File: config.mk
export PLATFORM = sky130hd
export DESIGN_NAME = wishbone_mailbox_slave
export DESIGN_NICKNAME = d
export VERILOG_FILES = /design/src/rtl/wishbone_mailbox_slave.sv
export SDC_FILE = /design/constraint.sdc
export NUM_CORES = 1
export LEC_CHECK = 0
export BUFFER_PORTS_ARGS = -buffer_cell sky130_fd_sc_hd__clkbuf_2
export CAP_MARGIN = 20
export CORE_MARGIN = 5
export CORE_UTILIZATION = 40
export DETAILED_ROUTE_END_ITERATION = 7
export GPL_TIMING_DRIVEN = 0
export SYNTH_ARGS = -nofsm -noshare
export SYNTH_HDL_FRONTEND = slang
export SYNTH_SLANG_ARGS = --single-unit
File: constraint.sdc
create_clock -name clk -period 5.9 [get_ports clk]
set_input_delay 0.59 -clock clk [delete_from_list [all_inputs] [get_ports clk]]
set_output_delay 0.59 -clock clk [all_outputs]
set_load 0.01 [all_outputs]
File: src/rtl/wishbone_mailbox_slave.sv
// ---------------------------------------------------------------------------
// wishbone_mailbox_slave
//
// Purpose:
//   Wishbone classic slave that lets a host CPU exchange 32-bit words with a
//   local streaming peripheral. The host writes words into a TX FIFO that the
//   local side drains, and reads words from an RX FIFO that the local side
//   fills. A control register enables a level interrupt, and a status
//   register reports FIFO occupancy. Each strobe assertion produces exactly
//   one access, acknowledged one cycle later for exactly one cycle.
//
// Register map (wbs_adr_i[1:0]):
//   0 CONTROL  bit0 rx_int_en, bit1 tx_int_en (RW)
//              bit2 tx_flush, bit3 rx_flush (write-only, self-clearing)
//   1 STATUS   bit0 rx_empty, bit1 rx_full, bit2 tx_empty, bit3 tx_full,
//              [15:8] rx_count, [23:16] tx_count (RO)
//   2 DATA     write pushes into TX, read pops RX (0 when RX empty)
//   3 reserved
//
// Optional feature macro: WB_MAILBOX_ERR_EN
//   Adds sticky STATUS bit4 tx_overflow and bit5 rx_underflow, cleared by
//   writing 1 to CONTROL bit4/bit5, and CONTROL bit6 err_int_en which folds
//   the error flags into the interrupt.
//
// Ports:
//   clk         system clock, rising edge
//   rst         asynchronous active-low reset
//   wbs_*       Wishbone slave port (we, cyc, stb, adr, dat_i, dat_o, ack)
//   wbs_int_o   registered level interrupt
//   tx_valid_o  TX FIFO not empty
//   tx_data_o   TX FIFO head word, 0 when empty
//   tx_ready_i  local consumer accepts TX head
//   rx_valid_i  local producer offers rx_data_i
//   rx_data_i   local word to push into RX
//   rx_ready_o  RX FIFO not full
//
// Parameters:
//   DEPTH_BITS  log2 of each FIFO depth, legal range 1..7
// ---------------------------------------------------------------------------
module wishbone_mailbox_slave #(
  parameter int DEPTH_BITS = 4
) (
  input  logic        clk,
  input  logic        rst,
  input  logic        wbs_we_i,
  input  logic        wbs_cyc_i,
  input  logic        wbs_stb_i,
  input  logic [31:0] wbs_adr_i,
  input  logic [31:0] wbs_dat_i,
  output logic [31:0] wbs_dat_o,
  output logic        wbs_ack_o,
  output logic        wbs_int_o,
  output logic        tx_valid_o,
  output logic [31:0] tx_data_o,
  input  logic        tx_ready_i,
  input  logic        rx_valid_i,
  input  logic [31:0] rx_data_i,
  output logic        rx_ready_o
);

  localparam int DEPTH = 1 << DEPTH_BITS;
  localparam int CW    = DEPTH_BITS + 1;

  localparam logic [DEPTH_BITS-1:0] PTR_ONE  = DEPTH_BITS'(1);
  localparam logic [CW-1:0]         CNT_ONE  = CW'(1);
  localparam logic [CW-1:0]         CNT_FULL = CW'(DEPTH);

  typedef enum logic [1:0] {
    S_IDLE,
    S_ACK,
    S_HOLD
  } state_t;

  state_t state_q, state_d;

  logic        ack_q, ack_d;
  logic [31:0] dat_q, dat_d;
  logic        int_q, int_d;

  logic        rx_int_en_q, rx_int_en_d;
  logic        tx_int_en_q, tx_int_en_d;

  logic [31:0]           tx_mem_q [DEPTH];
  logic [DEPTH_BITS-1:0] tx_wr_ptr_q, tx_wr_ptr_d;
  logic [DEPTH_BITS-1:0] tx_rd_ptr_q, tx_rd_ptr_d;
  logic [CW-1:0]         tx_count_q, tx_count_d;

  logic [31:0]           rx_mem_q [DEPTH];
  logic [DEPTH_BITS-1:0] rx_wr_ptr_q, rx_wr_ptr_d;
  logic [DEPTH_BITS-1:0] rx_rd_ptr_q, rx_rd_ptr_d;
  logic [CW-1:0]         rx_count_q, rx_count_d;

`ifdef WB_MAILBOX_ERR_EN
  logic tx_ovf_q, tx_ovf_d;
  logic rx_unf_q, rx_unf_d;
  logic err_int_en_q, err_int_en_d;
`endif

  logic        req;
  logic        access;
  logic        wr_ctrl;
  logic        wr_data;
  logic        rd_data;
  logic        tx_empty, tx_full, rx_empty, rx_full;
  logic        tx_push, tx_pop, tx_flush;
  logic        rx_push, rx_pop, rx_flush;
  logic [31:0] rx_head;
  logic [31:0] ctrl_word;
  logic [31:0] status_word;
  logic [31:0] rd_word;

  // Only the two low address bits select a register; the rest are ignored.
  logic unused_adr;
  assign unused_adr = ^wbs_adr_i[31:2];

  assign req = wbs_cyc_i & wbs_stb_i;

  assign tx_empty = (tx_count_q == '0);
  assign tx_full  = (tx_count_q == CNT_FULL);
  assign rx_empty = (rx_count_q == '0);
  assign rx_full  = (rx_count_q == CNT_FULL);

  assign tx_valid_o = ~tx_empty;
  assign tx_data_o  = tx_empty ? 32'h0 : tx_mem_q[tx_rd_ptr_q];
  assign rx_ready_o = ~rx_full;
  assign rx_head    = rx_mem_q[rx_rd_ptr_q];

  assign wbs_ack_o = ack_q;
  assign wbs_dat_o = dat_q;
  assign wbs_int_o = int_q;

  // Bus FSM: the access itself happens only on the IDLE edge, so a strobe
  // held high through ACK and HOLD can never trigger a second access.
  always_comb begin
    state_d = state_q;
    ack_d   = 1'b0;
    access  = 1'b0;
    case (state_q)
      S_IDLE: begin
        if (req) begin
          access  = 1'b1;
          ack_d   = 1'b1;
          state_d = S_ACK;
        end
      end
      S_ACK: begin
        state_d = req ? S_HOLD : S_IDLE;
      end
      S_HOLD: begin
        if (!req) state_d = S_IDLE;
      end
      default: state_d = S_IDLE;
    endcase
  end

  // Access decode derived from the one-shot access strobe.
  always_comb begin
    wr_ctrl = access &  wbs_we_i & (wbs_adr_i[1:0] == 2'd0);
    wr_data = access &  wbs_we_i & (wbs_adr_i[1:0] == 2'd2);
    rd_data = access & ~wbs_we_i & (wbs_adr_i[1:0] == 2'd2);
  end

  // FIFO handshakes. A full FIFO refuses a push even when it pops on the same
  // edge, which falls out of gating the push on the current full flag.
  always_comb begin
    tx_push  = wr_data & ~tx_full;
    tx_pop   = tx_valid_o & tx_ready_i;
    tx_flush = wr_ctrl & wbs_dat_i[2];
    rx_push  = rx_valid_i & rx_ready_o;
    rx_pop   = rd_data & ~rx_empty;
    rx_flush = wr_ctrl & wbs_dat_i[3];
  end

  // TX FIFO pointers and count; a flush overrides any push/pop this edge.
  always_comb begin
    tx_wr_ptr_d = tx_wr_ptr_q;
    tx_rd_ptr_d = tx_rd_ptr_q;
    tx_count_d  = tx_count_q;
    if (tx_flush) begin
      tx_wr_ptr_d = '0;
      tx_rd_ptr_d = '0;
      tx_count_d  = '0;
    end else begin
      if (tx_push) tx_wr_ptr_d = tx_wr_ptr_q + PTR_ONE;
      if (tx_pop)  tx_rd_ptr_d = tx_rd_ptr_q + PTR_ONE;
      case ({tx_push, tx_pop})
        2'b10:   tx_count_d = tx_count_q + CNT_ONE;
        2'b01:   tx_count_d = tx_count_q - CNT_ONE;
        default: tx_count_d = tx_count_q;
      endcase
    end
  end

  // RX FIFO pointers and count; a flush overrides any push/pop this edge.
  always_comb begin
    rx_wr_ptr_d = rx_wr_ptr_q;
    rx_rd_ptr_d = rx_rd_ptr_q;
    rx_count_d  = rx_count_q;
    if (rx_flush) begin
      rx_wr_ptr_d = '0;
      rx_rd_ptr_d = '0;
      rx_count_d  = '0;
    end else begin
      if (rx_push) rx_wr_ptr_d = rx_wr_ptr_q + PTR_ONE;
      if (rx_pop)  rx_rd_ptr_d = rx_rd_ptr_q + PTR_ONE;
      case ({rx_push, rx_pop})
        2'b10:   rx_count_d = rx_count_q + CNT_ONE;
        2'b01:   rx_count_d = rx_count_q - CNT_ONE;
        default: rx_count_d = rx_count_q;
      endcase
    end
  end

  // Control register and error flags. For the error flags the set term is
  // applied after the clear so a coincident set wins.
  always_comb begin
    rx_int_en_d = rx_int_en_q;
    tx_int_en_d = tx_int_en_q;
    if (wr_ctrl) begin
      rx_int_en_d = wbs_dat_i[0];
      tx_int_en_d = wbs_dat_i[1];
    end
`ifdef WB_MAILBOX_ERR_EN
    err_int_en_d = err_int_en_q;
    tx_ovf_d     = tx_ovf_q;
    rx_unf_d     = rx_unf_q;
    if (wr_ctrl) begin
      err_int_en_d = wbs_dat_i[6];
      if (wbs_dat_i[4]) tx_ovf_d = 1'b0;
      if (wbs_dat_i[5]) rx_unf_d = 1'b0;
    end
    if (wr_data & tx_full)  tx_ovf_d = 1'b1;
    if (rd_data & rx_empty) rx_unf_d = 1'b1;
`endif
  end

  // Read-back words and the registered read data / interrupt.
  always_comb begin
    ctrl_word          = 32'h0;
    ctrl_word[0]       = rx_int_en_q;
    ctrl_word[1]       = tx_int_en_q;
    status_word        = 32'h0;
    status_word[0]     = rx_empty;
    status_word[1]     = rx_full;
    status_word[2]     = tx_empty;
    status_word[3]     = tx_full;
    status_word[15:8]  = 8'(rx_count_q);
    status_word[23:16] = 8'(tx_count_q);
    int_d = (rx_int_en_q & ~rx_empty) | (tx_int_en_q & tx_empty);
`ifdef WB_MAILBOX_ERR_EN
    ctrl_word[6]   = err_int_en_q;
    status_word[4] = tx_ovf_q;
    status_word[5] = rx_unf_q;
    int_d = int_d | (err_int_en_q & (tx_ovf_q | rx_unf_q));
`endif
    case (wbs_adr_i[1:0])
      2'd0:    rd_word = ctrl_word;
      2'd1:    rd_word = status_word;
      2'd2:    rd_word = rx_empty ? 32'h0 : rx_head;
      default: rd_word = 32'h0;
    endcase
    dat_d = (access & ~wbs_we_i) ? rd_word : 32'h0;
  end

  // FIFO storage carries no reset; occupancy is tracked by the counters.
  always_ff @(posedge clk) begin
    if (tx_push) tx_mem_q[tx_wr_ptr_q] <= wbs_dat_i;
    if (rx_push) rx_mem_q[rx_wr_ptr_q] <= rx_data_i;
  end

  // State register for the FSM, bus outputs, control and FIFO bookkeeping.
  always_ff @(posedge clk or negedge rst) begin
    if (!rst) begin
      state_q     <= S_IDLE;
      ack_q       <= 1'b0;
      dat_q       <= 32'h0;
      int_q       <= 1'b0;
      rx_int_en_q <= 1'b0;
      tx_int_en_q <= 1'b0;
      tx_wr_ptr_q <= '0;
      tx_rd_ptr_q <= '0;
      tx_count_q  <= '0;
      rx_wr_ptr_q <= '0;
      rx_rd_ptr_q <= '0;
      rx_count_q  <= '0;
`ifdef WB_MAILBOX_ERR_EN
      tx_ovf_q     <= 1'b0;
      rx_unf_q     <= 1'b0;
      err_int_en_q <= 1'b0;
`endif
    end else begin
      state_q     <= state_d;
      ack_q       <= ack_d;
      dat_q       <= dat_d;
      int_q       <= int_d;
      rx_int_en_q <= rx_int_en_d;
      tx_int_en_q <= tx_int_en_d;
      tx_wr_ptr_q <= tx_wr_ptr_d;
      tx_rd_ptr_q <= tx_rd_ptr_d;
      tx_count_q  <= tx_count_d;
      rx_wr_ptr_q <= rx_wr_ptr_d;
      rx_rd_ptr_q <= rx_rd_ptr_d;
      rx_count_q  <= rx_count_d;
`ifdef WB_MAILBOX_ERR_EN
      tx_ovf_q     <= tx_ovf_d;
      rx_unf_q     <= rx_unf_d;
      err_int_en_q <= err_int_en_d;
`endif
    end
  end

endmodule

==> impl_results.md <==
* Placer Congestion at 0.752
* Synth Flop Type: edfxtp_1
* Layout cell share with drive strength beyond 1 at 35.1%
* DR DRC count at 0
* Most common cell after layout, fill and taps aside: edfxtp_1
* Area growth from synthesis to layout at 16.6%
* Area occupied by registers at 32,400 µm²
* Max-Cap Viols at 0
* Busiest grt layer: met2
* Hold slack final at 143 ps
* Util after Layout at 47.0%
* Antenna violations before repair at 18
* Mapped Cells at 1,767
* Status: complete, no violations
* Startpoint Class: flip-flop
* CTS tree: done
* Area leader, netlist: edfxtp_1
* #FFs+latches synth at 1,088
* Asr flop ratio synth at 5.88%
* Inst Count DP at 3,333
* Synth warn at 0
* Root buffer cell: clkbuf_16
* Vias per inst at 5.45
* Setup Crit Path Kind: flip-flop to output pin
* Via Count at 19,287
* Final Slew Violations at 0
* Layout fillers at 8,490
* Slowest stage cell, crit path: clkbuf_1
* Via count of the first global-routing pass at 20,241
* Postcts setup bufs at 0
* Maximum vdd ir drop at 0.284 mV
* Final hold viol count at 0
* Clock Skews at 56.4 ps
* CORE AREA at 104,000 µm²
* Most frequent cells in the layout: edfxtp_1, mux4_2, clkbuf_2
* Largest net degree at the start of global routing at 42
* Final critical-path required period at 4260 ps
* Crit path capture type: output pin
* Congestion Overflow GR at 0
* Min-Delay Path Class: input port to flip-flop
* Initial Util at 40.3%
* Nets@finish at 2,183
* CTS H-tree lvls at 3
* CP Max Fanout at 10
* Multi-input gate area at 9020 µm²
* Worst-case clock buffer depth at 3
* Pre-CTS setup slack at 2150 ps
* Routed Antenna Nets at 0
* Drt initial violations at 1,767
* EDFF count, synth at 1,024
* Post-route setup slack at 1640 ps
* Worst slew margin at 32.7%
* Global-route track usage on met3 at 4.73%
* Synthesized area per cell at 23.7 µm²
* Row count at 118
* Setup violators final at 0
* Cell Area, Placed at 45,100 µm²
* Leading post-synthesis cells by cell area: edfxtp_1, mux4_2, dfrtp_1
* Yosys cell types at 58
* Syn_nets at 1,884
* Post-synth top area share at 73.6%
* Port Buffer Count at 140
* GR Util met1 at 23.3%
* Clock Latency Late Sink at 700 ps
* GR Util met2 at 29.4%
* Crit-path cells: clkbuf_1 -> clkbuf_1 -> mux4_2 -> mux4_2 -> and2_1 -> clkbuf_2
* Die Y at 333 µm
* Slew @ Worst Pin at 1010 ps
* Total Routing Usage GR at 17.5%
* Slowest stage delay, CP at 770 ps
* 1st-pass router iterations at 5
* Sequential area share after synthesis at 77.4%
* TritonCTS Buffers at 108
* Worst-path clk slew at 60 ps
* Detailed placement HPWL at 61,000 µm
* First-pass GRT wire length at 142,000 µm
* Final worst-path cycle share at 72.2%
* Cell area after layout at 48,700 µm²
* Non-Filler Instances at 3,542
* Fmax at 0.235 GHz
* Power Dens Cells at 442 nW/µm²
* Die width at 333 µm
* I/O pins at 171
* Leakage power at 15.7 nW
* RSZ-0062 raised after global routing: false
* Die area at 111,000 µm²
* Synth Cell Area at 41,800 µm²
* CP arrival at 3670 ps
* DR WL/cell at 27.7 µm
* Sink Count at 1,088
* Final WL at 98,300 µm
* Data required time of the critical path at 5310 ps
through the flow:
step	setup TNS (ps)	total power (W)
finish	0	0.0216
global route	0	0.0225
CTS	0	0.0218
detailed placement	0	0.0150
global placement	-246150	0.0148
floorplan	0	0.0130
power by group:
group / internal (W) / total (W) / switching [W]
registers: 0.00890 / 0.00906 / 0.000163
clock network: 0.00395 / 0.00687 / 0.00291
logic: 0.00275 / 0.00564 / 0.00289
worst max-delay path, delay by kind of cell, from the launching register on:
kind                   cells  cell delay (ps)
buffers and inverters      3             1390
flip-flops                 1              460
multiplexers               2              880
AND/OR/NAND/NOR            1              250
timing repair:
item	CTS	global route
setup endpoints to repair	0	0
hold endpoints to repair	23	0
gates resized for setup	0	0
hold buffers	1	0
flip-flops by register name, summed over array words and instances (netlist names):
signal,flops
rx_count_q,5
rx_int_en_q,1
rx_mem_q,512
rx_rd_ptr_q,4
rx_wr_ptr_q,4
state_q,2
tx_count_q,5
tx_int_en_q,1
tx_mem_q,512
tx_rd_ptr_q,4
tx_wr_ptr_q,4
wbs_ack_o,1
wbs_dat_o,32
wbs_int_o,1
cells by family (layout without fill, tap and decap cells):
group / after synthesis / count (layout) / share of synthesized area [%]
flip-flops: 1088 / 1088 / 77.4
multiplexers: 323 / 323 / 17.3
AND/OR/NAND/NOR: 164 / 164 / 2.26
buffers and inverters: 107 / 500 / 1.24
AO/OA/AOI/OAI: 50 / 50 / 1.00
XOR/XNOR: 21 / 21 / 0.440
adder cells (fa/ha/maj): 14 / 14 / 0.419
other: 0 / 2 / 0
final cells by class:
class | instances | share of cell area, %
multi-input combinational | 572 | 18.5
clock buffer | 136 | 5.89
antenna | 2 | 0.0103
inverter | 14 | 0.108
tap | 1380 | 3.54
sequential | 1088 | 66.4
buffer | 93 | 0.957
timing repair buffer | 189 | 3.13
clock inverter | 68 | 1.51
cell usage after synthesis (2+ instances only):
master	number
xnor2_1	10
mux2_2	2
nand2_1	14
and3_1	4
o21ai_0	4
nor2b_1	20
a21oi_1	11
nor3_1	7
mux2i_1	3
edfxtp_1	1024
mux4_2	318
buf_6	4
buf_4	17
a31oi_1	2
buf_1	13
inv_1	14
a32oi_1	3
nor2_1	34
nand3_1	7
ha_1	14
or3_1	3
buf_2	18
and4_1	4
nand4_1	2
a211oi_1	4
a22o_1	12
clkbuf_1	40
xor2_1	11
or4_4	2
dfrtp_1	64
and2_1	55
final timing paths:
kind / from / endpoint / slack (ps) / depth (start not counted)
max in group asynchronous: rst / wbs_dat_o[17]$_DFF_PN0_ / 4860 / 3
min: wbs_cyc_i / state_q[0]$_DFFE_PN0P_ / 140 / 2
min in group asynchronous: rst / wbs_dat_o[29]$_DFF_PN0_ / 410 / 2
min reg2reg: state_q[0]$_DFFE_PN0P_ / state_q[0]$_DFFE_PN0P_ / 470 / 1
max reg2reg: state_q[1]$_DFFE_PN0P_ / tx_mem_q[8][9]$_DFFE_PP_ / 2330 / 7
max: tx_rd_ptr_q[1]$_DFFE_PN0P_ / tx_data_o[3] / 1640 / 6
metal layers:
| metal | up-vias | part of all wire [%] |
|---|---|---|
| met5 | - | 0.14 |
| met3 | 156 | 7.5 |
| li1 | 8088 | - |
| met4 | 22 | 1.9 |
| met2 | 615 | 50 |
| met1 | 10406 | 40 |
(Power assumes the default switching activity.)
